==> src/rtl/fpu_seq_unit.sv <==
// Sequential single-precision FPU responder: one op in flight, fixed per-op latency, 1-cycle valid pulse.
// Optional build macro FPU_FMUL_ROUND_EN: FMUL rounds to nearest-even instead of truncating.
module fpu_seq_unit #(
    parameter int unsigned FMUL_LAT   = 3,
    parameter int unsigned SIMPLE_LAT = 1
) (
    input  logic        CLK,
    input  logic        reset,
    input  logic        distinct,
    input  logic        AorF,
    input  logic [3:0]  ALUOp,
    input  logic [31:0] op1,
    input  logic [31:0] op2,
    output logic        AorF_out,
    output logic [31:0] result,
    output logic        valid,
    output logic        busy
);

    localparam logic [3:0] OP_FMOV = 4'd0;
    localparam logic [3:0] OP_FNEG = 4'd1;
    localparam logic [3:0] OP_FABS = 4'd2;
    localparam logic [3:0] OP_FMUL = 4'd3;
    localparam logic [3:0] OP_FEQ  = 4'd4;
    localparam logic [3:0] OP_FLT  = 4'd5;
    localparam logic [3:0] OP_FLE  = 4'd6;

    localparam logic [3:0] FMUL_LAT4   = 4'(FMUL_LAT);
    localparam logic [3:0] SIMPLE_LAT4 = 4'(SIMPLE_LAT);

    typedef enum logic [1:0] {S_IDLE, S_BUSY, S_DONE} state_t;

    state_t      state_reg, state_next;
    logic [3:0]  count_reg, count_next;
    logic [3:0]  op_reg, op_next;
    logic [31:0] a_reg, a_next, b_reg, b_next;
    logic [31:0] result_reg, result_next;
    logic        aorf_out_reg, aorf_out_next;

    // ---------------- FMUL datapath ----------------
    logic               sign_m;
    logic [7:0]         ea, eb;
    logic [47:0]        prod, p_norm;
    logic signed [9:0]  e_raw, e_norm, e_fin;
    logic [22:0]        mant_fin;
    logic [31:0]        fmul_res;
    logic               fmul_unused;

    assign sign_m = a_reg[31] ^ b_reg[31];
    assign ea     = a_reg[30:23];
    assign eb     = b_reg[30:23];
    assign prod   = {24'd0, 1'b1, a_reg[22:0]} * {24'd0, 1'b1, b_reg[22:0]};
    // Left-align so the leading one always sits at bit 47.
    assign p_norm = prod[47] ? prod : {prod[46:0], 1'b0};
    assign e_raw  = signed'({2'b00, ea}) + signed'({2'b00, eb}) - 10'sd127;
    assign e_norm = e_raw + signed'({9'd0, prod[47]});
    assign fmul_unused = ^p_norm;

`ifdef FPU_FMUL_ROUND_EN
    logic        guard_bit, sticky_bit, round_up;
    logic [23:0] mant_rnd;
    assign guard_bit  = p_norm[23];
    assign sticky_bit = |p_norm[22:0];
    assign round_up   = guard_bit & (sticky_bit | p_norm[24]);
    assign mant_rnd   = {1'b0, p_norm[46:24]} + {23'd0, round_up};
    // A carry out leaves the fraction all-zero, so only the exponent moves.
    assign mant_fin   = mant_rnd[22:0];
    assign e_fin      = e_norm + signed'({9'd0, mant_rnd[23]});
`else
    assign mant_fin   = p_norm[46:24];
    assign e_fin      = e_norm;
`endif

    always_comb begin
        fmul_res = {sign_m, 31'd0};
        if (ea == 8'd0 || eb == 8'd0)
            fmul_res = {sign_m, 31'd0};
        else if (ea == 8'hFF || eb == 8'hFF)
            fmul_res = {sign_m, 8'hFF, 23'd0};
        else if (e_fin >= 10'sd255)
            fmul_res = {sign_m, 8'hFF, 23'd0};
        else if (e_fin <= 10'sd0)
            fmul_res = {sign_m, 31'd0};
        else
            fmul_res = {sign_m, e_fin[7:0], mant_fin};
    end

    // ---------------- compares (sign-magnitude, +0 == -0) ----------------
    logic both_zero, cmp_eq, cmp_lt;
    assign both_zero = (a_reg[30:0] == 31'd0) && (b_reg[30:0] == 31'd0);
    assign cmp_eq    = (a_reg == b_reg) || both_zero;

    always_comb begin
        cmp_lt = 1'b0;
        if (both_zero)
            cmp_lt = 1'b0;
        else if (a_reg[31] != b_reg[31])
            cmp_lt = a_reg[31];
        else if (!a_reg[31])
            cmp_lt = a_reg[30:0] < b_reg[30:0];
        else
            cmp_lt = a_reg[30:0] > b_reg[30:0];
    end

    logic [31:0] calc_result;
    logic        calc_is_float;

    always_comb begin
        calc_result   = 32'd0;
        calc_is_float = 1'b1;
        case (op_reg)
            OP_FMOV: calc_result = a_reg;
            OP_FNEG: calc_result = a_reg ^ 32'h8000_0000;
            OP_FABS: calc_result = a_reg & 32'h7FFF_FFFF;
            OP_FMUL: calc_result = fmul_res;
            OP_FEQ: begin
                calc_result   = {31'd0, cmp_eq};
                calc_is_float = 1'b0;
            end
            OP_FLT: begin
                calc_result   = {31'd0, cmp_lt};
                calc_is_float = 1'b0;
            end
            OP_FLE: begin
                calc_result   = {31'd0, cmp_lt | cmp_eq};
                calc_is_float = 1'b0;
            end
            default: calc_result = 32'd0;
        endcase
    end

    // ---------------- control FSM ----------------
    always_comb begin
        state_next    = state_reg;
        count_next    = count_reg;
        op_next       = op_reg;
        a_next        = a_reg;
        b_next        = b_reg;
        result_next   = result_reg;
        aorf_out_next = aorf_out_reg;
        case (state_reg)
            S_IDLE: begin
                if (distinct && AorF) begin
                    op_next    = ALUOp;
                    a_next     = op1;
                    b_next     = op2;
                    count_next = (ALUOp == OP_FMUL) ? FMUL_LAT4 : SIMPLE_LAT4;
                    state_next = S_BUSY;
                end
            end
            S_BUSY: begin
                if (count_reg <= 4'd1) begin
                    result_next   = calc_result;
                    aorf_out_next = calc_is_float;
                    count_next    = 4'd0;
                    state_next    = S_DONE;
                end else begin
                    count_next = count_reg - 4'd1;
                end
            end
            S_DONE:  state_next = S_IDLE;
            default: state_next = S_IDLE;
        endcase
    end

    always_ff @(posedge CLK) begin
        if (reset) begin
            state_reg    <= S_IDLE;
            count_reg    <= 4'd0;
            op_reg       <= 4'd0;
            a_reg        <= 32'd0;
            b_reg        <= 32'd0;
            result_reg   <= 32'd0;
            aorf_out_reg <= 1'b0;
        end else begin
            state_reg    <= state_next;
            count_reg    <= count_next;
            op_reg       <= op_next;
            a_reg        <= a_next;
            b_reg        <= b_next;
            result_reg   <= result_next;
            aorf_out_reg <= aorf_out_next;
        end
    end

    assign result   = result_reg;
    assign AorF_out = aorf_out_reg;
    assign valid    = (state_reg == S_DONE);
    assign busy     = (state_reg != S_IDLE);

endmodule

==> config.mk <==
export PLATFORM = sky130hd
export DESIGN_NAME = fpu_seq_unit
export DESIGN_NICKNAME = d
export VERILOG_FILES = /design/src/rtl/fpu_seq_unit.sv
export SDC_FILE = /design/constraint.sdc
export NUM_CORES = 2
export LEC_CHECK = 0
export CAP_MARGIN = 25
export CORE_AREA = 2 2 235 237
export CTS_CLUSTER_SIZE = 16
export DETAILED_ROUTE_END_ITERATION = 8
export DIE_AREA = 0 0 237 239
export HOLD_SLACK_MARGIN = 0.15
export PLACE_DENSITY = 0.7
export SYNTH_ARGS = -nofsm -noshare
export SYNTH_HDL_FRONTEND = slang
export SYNTH_SLANG_ARGS = --single-unit
==> constraint.sdc <==
create_clock -name CLK -period 11.9 [get_ports CLK]
set_clock_uncertainty 0.2 [all_clocks]
set_input_delay 2.975 -clock CLK [delete_from_list [all_inputs] [get_ports CLK]]
set_output_delay 2.975 -clock CLK [all_outputs]
set_load 0.05 [all_outputs]
# After elaboration in Yosys (flattened, before gate mapping)
# Cells that the tools add are included.
# word_totals
out_inout_bits	35
regBits	107
# op_classes
n_bitwise	3
mul	1
magnitude_cmp	5
add_sub_neg	4
eq_ne	15
mux	17
n_reduce_logical	18
# ops
operator	n
case mux 32 bit (7 select lines)	1
2-to-1 mux 31 bit	4
logical NOT 31 bit	2
multiplier 24 x 24 -> 48 bit	1
2-to-1 mux 47 bit	1
== test 32 bit	1
> comparator 31 bit	1
less-than comparator 31 bit	1
== test 8 bit, second input constant	2
logical NOT 8 bit	2
== test 4 x 2 -> 1 bit, second input constant	3
== test 4 x 3 -> 1 bit, second input constant	3
adder 10 x 2 -> 10 bit	1
greater-or-equal comparator 10 x 9 -> 1 bit, second input constant	1
less-or-equal comparator 10 x 1 -> 1 bit, second input constant	1
subtractor 9 x 7 -> 10 bit, second input constant	1
adder 8 x 8 -> 9 bit	1
2-to-1 mux 4 bit	2
case mux 4 bit (2 select lines)	1
AND reduction 2 bit	4
2-to-1 mux 2 bit	3
== test 4 x 1 -> 1 bit, second input constant	1
less-or-equal comparator 4 x 1 -> 1 bit, second input constant	1
logical NOT 4 bit	1
other kinds (15)	23

# Logic depth before layout (Yosys ltp)
# logic_depth
word_depth	9
mapped_depth	41
ltp_nobuf	36

# Worst setup path before layout
# Ideal clock, no wire load.
# synth_timing
path_kind	flip-flop to flip-flop
start	reg b_reg[9]
end	reg result_reg[17] (netlist: result[17])
arrival_ns	9.176
stages_incl_launch_ff	41
slack_ns	2.404
n_path_buf	6
path_cell_list	dfxtp_1 clkbuf_1 clkbuf_1 nand2_1 fa_1 inv_1 fa_1 inv_1 fa_1 inv_1 fa_1 fa_1 inv_1 fa_1 fa_1 inv_1 ha_1 clkbuf_1 [... 5 more ...] o21ai_1 xnor2_1 buf_2 xor2_1 ha_1 inv_1 fa_1 nor2b_1 o21ai_1 a21boi_1 nor2_1 or3_1 or4_1 buf_2 nor4b_4 buf_6 nor2b_4 a211o_1
# synth_between
elab_chain_len	8
# synth_rtl
item	line	rtl
start, declared	36	logic [31:0] a_reg, a_next, b_reg, b_next;
start signal, assigned	180	b_reg <= b_next;
multiplier 24 x 24 -> 48 bit (*)	52	assign prod = {24'd0, 1'b1, a_reg[22:0]} * {24'd0, 1'b1, b_reg[22:0]};
adder 10 x 2 -> 10 bit	56	assign e_norm = e_raw + signed'({9'd0, prod[47]});
less-or-equal comparator 10 x 1 -> 1 bit	82	else if (e_fin <= 10'sd0)
2-to-1 mux 31 bit	82	
2-to-1 mux 31 bit (*)	80	else if (e_fin >= 10'sd255)
2-to-1 mux 31 bit (*)	78	else if (ea == 8'hFF || eb == 8'hFF)
2-to-1 mux 31 bit (*)	76	if (ea == 8'd0 || eb == 8'd0)
case mux 32 bit (7 select lines) (*)	111	case (op_reg)
end signal, assigned	181	result_reg <= result_next;
end, declared	37	logic [31:0] result_reg, result_next;
# Mark *: on every way between the ends. The rest lies on a longest branch, timed or not.
# A chain may end at the register's enable or synchronous reset.

# Final worst setup path
# layout_timing
start	reg b_reg[8]
end	reg result_reg[12] (netlist: result[12])
# The elaborated chain is that of the path after synthesis.

==> key figures <==
Timing
  – Setup tns final: 0 ns
  – Final Max Tran Viols: 0
  – Fmax achieved: 90.8 MHz
  – Slew at the pin closest to its max-slew limit: 1.04 ns
  – Rel. slew slack: 30.6%
  – Fin crit period: 11.02 ns
  – Min setup slack post-route: 0.884 ns
  – RSZ-0062 raised after global routing: false
  – Final Hold Vio Count: 0
  – Fin crit share: 92.6%
  – Final setup fails: 0

Yosys
  – Sequential share of the synthesized area: 8.87%
  – Synthesis Warnings: 0
  – Synth Area in Simple Gates: 16.8%
  – Proportion of synthesized area in mux cells: 0.835%
  – Synthesized net count: 3632
  – Synth Area per Inst: 8.50 um2
  – Cell Area, Synth: 0.0241 mm2
  – Top post-synthesis cells by area: fa_1 (40%), ha_1 (12%), inv_1 (9.5%)
  – Most used DFF post-synth: dfxtp_1
  – Post-synthesis cell count: 2840
  – Adder-cell area share of the yosys netlist: 52.3%
  – Synthesized flop and latch total: 107
  – Number of flops mapped to enable cells by yosys: 0
  – Compound-cell area share of the yosys netlist: 8.14%
  – Post-Synth XOR/XNOR Area: 1.16%
  – Post-synthesis cell type count: 71
  – Area leader, netlist: fa_1
  – Async set-reset flop share out of synthesis: 0%
  – Largest family of logic cells by synthesized area: adder cells
  – Top cell type's share of synthesized area: 40.0%

Placement
  – Routability Congestion: 1.01
  – Placed Cells: 3570
  – Pre-CTS setup slack: 1.08 ns
  – Port Buffers: 106
  – HPWL after DPL: 57800 um

Detailed routing
  – 1st-iter DRT viols: 1513
  – Via density: 5.48
  – Avg WL per Cell: 20.6 um
  – First-pass iteration count of the detailed router: 5
  – Final wirelength: 73900 um
  – Remaining DRCs: 0
  – Final ANT Viol Nets: 0
  – Via count: 19600

Global route
  – Overall routing resource usage: 27.1%
  – Initial antenna violation count: 0
  – Largest net degree at the start of global routing: 78
  – Global route overflow: 0
  – Vias in the first global route: 20500
  – First-pass GRT wire length: 118000 um

Floorplan
  – Die Wd: 237 um
  – Rows: 86
  – Die height: 239 um
  – I/O pin count: 107
  – Starting Density: 44.4%
  – Core area: 0.0543 mm2
  – Full die area: 0.0566 mm2

Clock network
  – Worst skew pair latency: 0.37 ns
  – CTS tree: built
  – # H-tree levels: 3
  – CTS Buf Count: 9
  – Postcts setup bufs: 0
  – Clock-pin slew on the worst setup and hold paths: 0.09 ns
  – Hold buffers post-CTS: 0
  – Post-CTS sizing: 0
  – CTS max path bufs: 2
  – Root buf cell: clkbuf_16
  – Sink Count: 107

Finish
  – Layout Area Growth over Synthesis: 9.02%
  – Sequential Area: 0.00214 mm2
  – Fillers: 5125
  – Final core utilization: 48.4%
  – Area of the multi-input gates: 0.0191 mm2
  – Non-Filler Instances: 3587
  – Diode count: 0
  – Fraction of layout cells with a size suffix above 1: 3.43%
  – Post-layout net count: 3670

Critical path
  – Worst setup SP type: register
  – Crit path kind: reg -> reg
  – CP required: 11.91 ns
  – Worst Path Arrival: 11.03 ns
  – Setup crit end kind: register
  – Most used cell, CP: fa_1
  – CP max stage cell: dfxtp_1
  – Worst stage delay on the critical path: 0.95 ns
  – CP Max Fanout: 30
  – Reg2reg setup slack: 0.88 ns

Min path
  – Hold/Removal Path Class: reg -> reg

Power and ir drop
  – Leak: 12.8 nW
  – PD cells: 48.1 mW/mm2
  – Peak VDD IR: 0.0000877 V

Flow run
  – MaxCap Viol Count: 0

Outcome
  – Status: completed
[cells in the final DEF, fill, tap and decap left out, types with 13 or more instances in the layout]
cell type and instances:
nand3_1 17, mux2i_1 19, xor2_1 15, nor4_1 25, dfxtp_1 107, and2_1 134, a22oi_1 24, ha_1 238
buf_4 56, a21o_1 25, fa_1 482, nand4_1 26, a21oi_1 122, o21ai_0 53, clkdlybuf4s50_1 105, a31oi_1 13
nand2_1 452, xnor2_1 16, inv_1 613, nor2_1 155, nor3_1 18
[report_power, final]
group / internal (mW) / switching, mW / leakage (nW)
clock network: 0.148 / 0.165 / 0.145
registers: 0.371 / 0.0341 / 0.870
logic: 0.197 / 0.350 / 11.8
[Yosys cell counts (all sizes together), types with 4 or more instances]
cell,count
inv,618
fa,482
nand2,452
ha,238
nor2,157
and2,134
a21oi,124
clkbuf,122
dfxtp,107
o21ai,56
nand4,27
a21o,25
nor4,25
a22oi,24
mux2i,19
nor3,19
nand3,18
xnor2,17
buf,15
xor2,15
a31oi,13
o211ai,9
a221o,8
clkinv,8
nor2b,8
a211o,7
and3,7
and4,5
nand2b,5
nor3b,5
o31ai,5
or2,5
a2111oi,4
nand4b,4
o21bai,4
or3,4
or4,4
[worst max-delay path: cells and delay by family, from the launching register on]
kind | cells | cell delay (ns)
fa+ha+maj | 9 | 3.83
flops | 1 | 0.95
compound gates | 9 | 1.76
xor+xnor | 2 | 0.39
simple gates | 6 | 2.41
buf+inv | 6 | 1.29
[through the flow]
step	hold slack (ns)	instance area, um2	power [mW]
detailed placement	0.247	26000	0.948
CTS	0.259	26300	1.26
floorplan	0.259	24100	0.745
global placement	0.245	26000	0.943
global route	0.286	26300	1.33
finish	0.259	26300	1.27
[per-layer routing]
layer,track usage [%],part of all wire (%)
met3,4.52,8.6
met2,45.2,47
met4,9.51,4.2
met1,35.8,40
met5,0,0
[area by class of cell]
cell class                      instances  area share [%]
Clock buffer                            9           0.856
Sequential cell                       107            8.14
Clock inverter                          7           0.257
Multi-Input combinational cell       1970            72.7
Timing Repair Buffer                  164            5.74
Inverter                              626            8.93
Tap cell                              704            3.35
[path summary, 6_finish.rpt]
path | start | endpoint | depth (start not counted)
setup reg to reg | b_reg[8]$_SDFFE_PP0P_ | result[12]$_SDFFE_PP0P_ | 32
hold reg to reg | b_reg[15]$_SDFFE_PP0P_ | b_reg[15]$_SDFFE_PP0P_ | 2
setup / recovery | b_reg[8]$_SDFFE_PP0P_ | result[12]$_SDFFE_PP0P_ | 32
hold / removal | b_reg[15]$_SDFFE_PP0P_ | b_reg[15]$_SDFFE_PP0P_ | 2
[kinds of logic after synthesis]
family | count (synthesis)
xor gates and xnor gates | 32
and+or+nand+nor | 884
DFF | 107
AOI/OAI and AO/OA | 314
muxes | 20
buffers and inverters | 763
adders and majority gates | 720
Power figures use the tool's default switching activity.
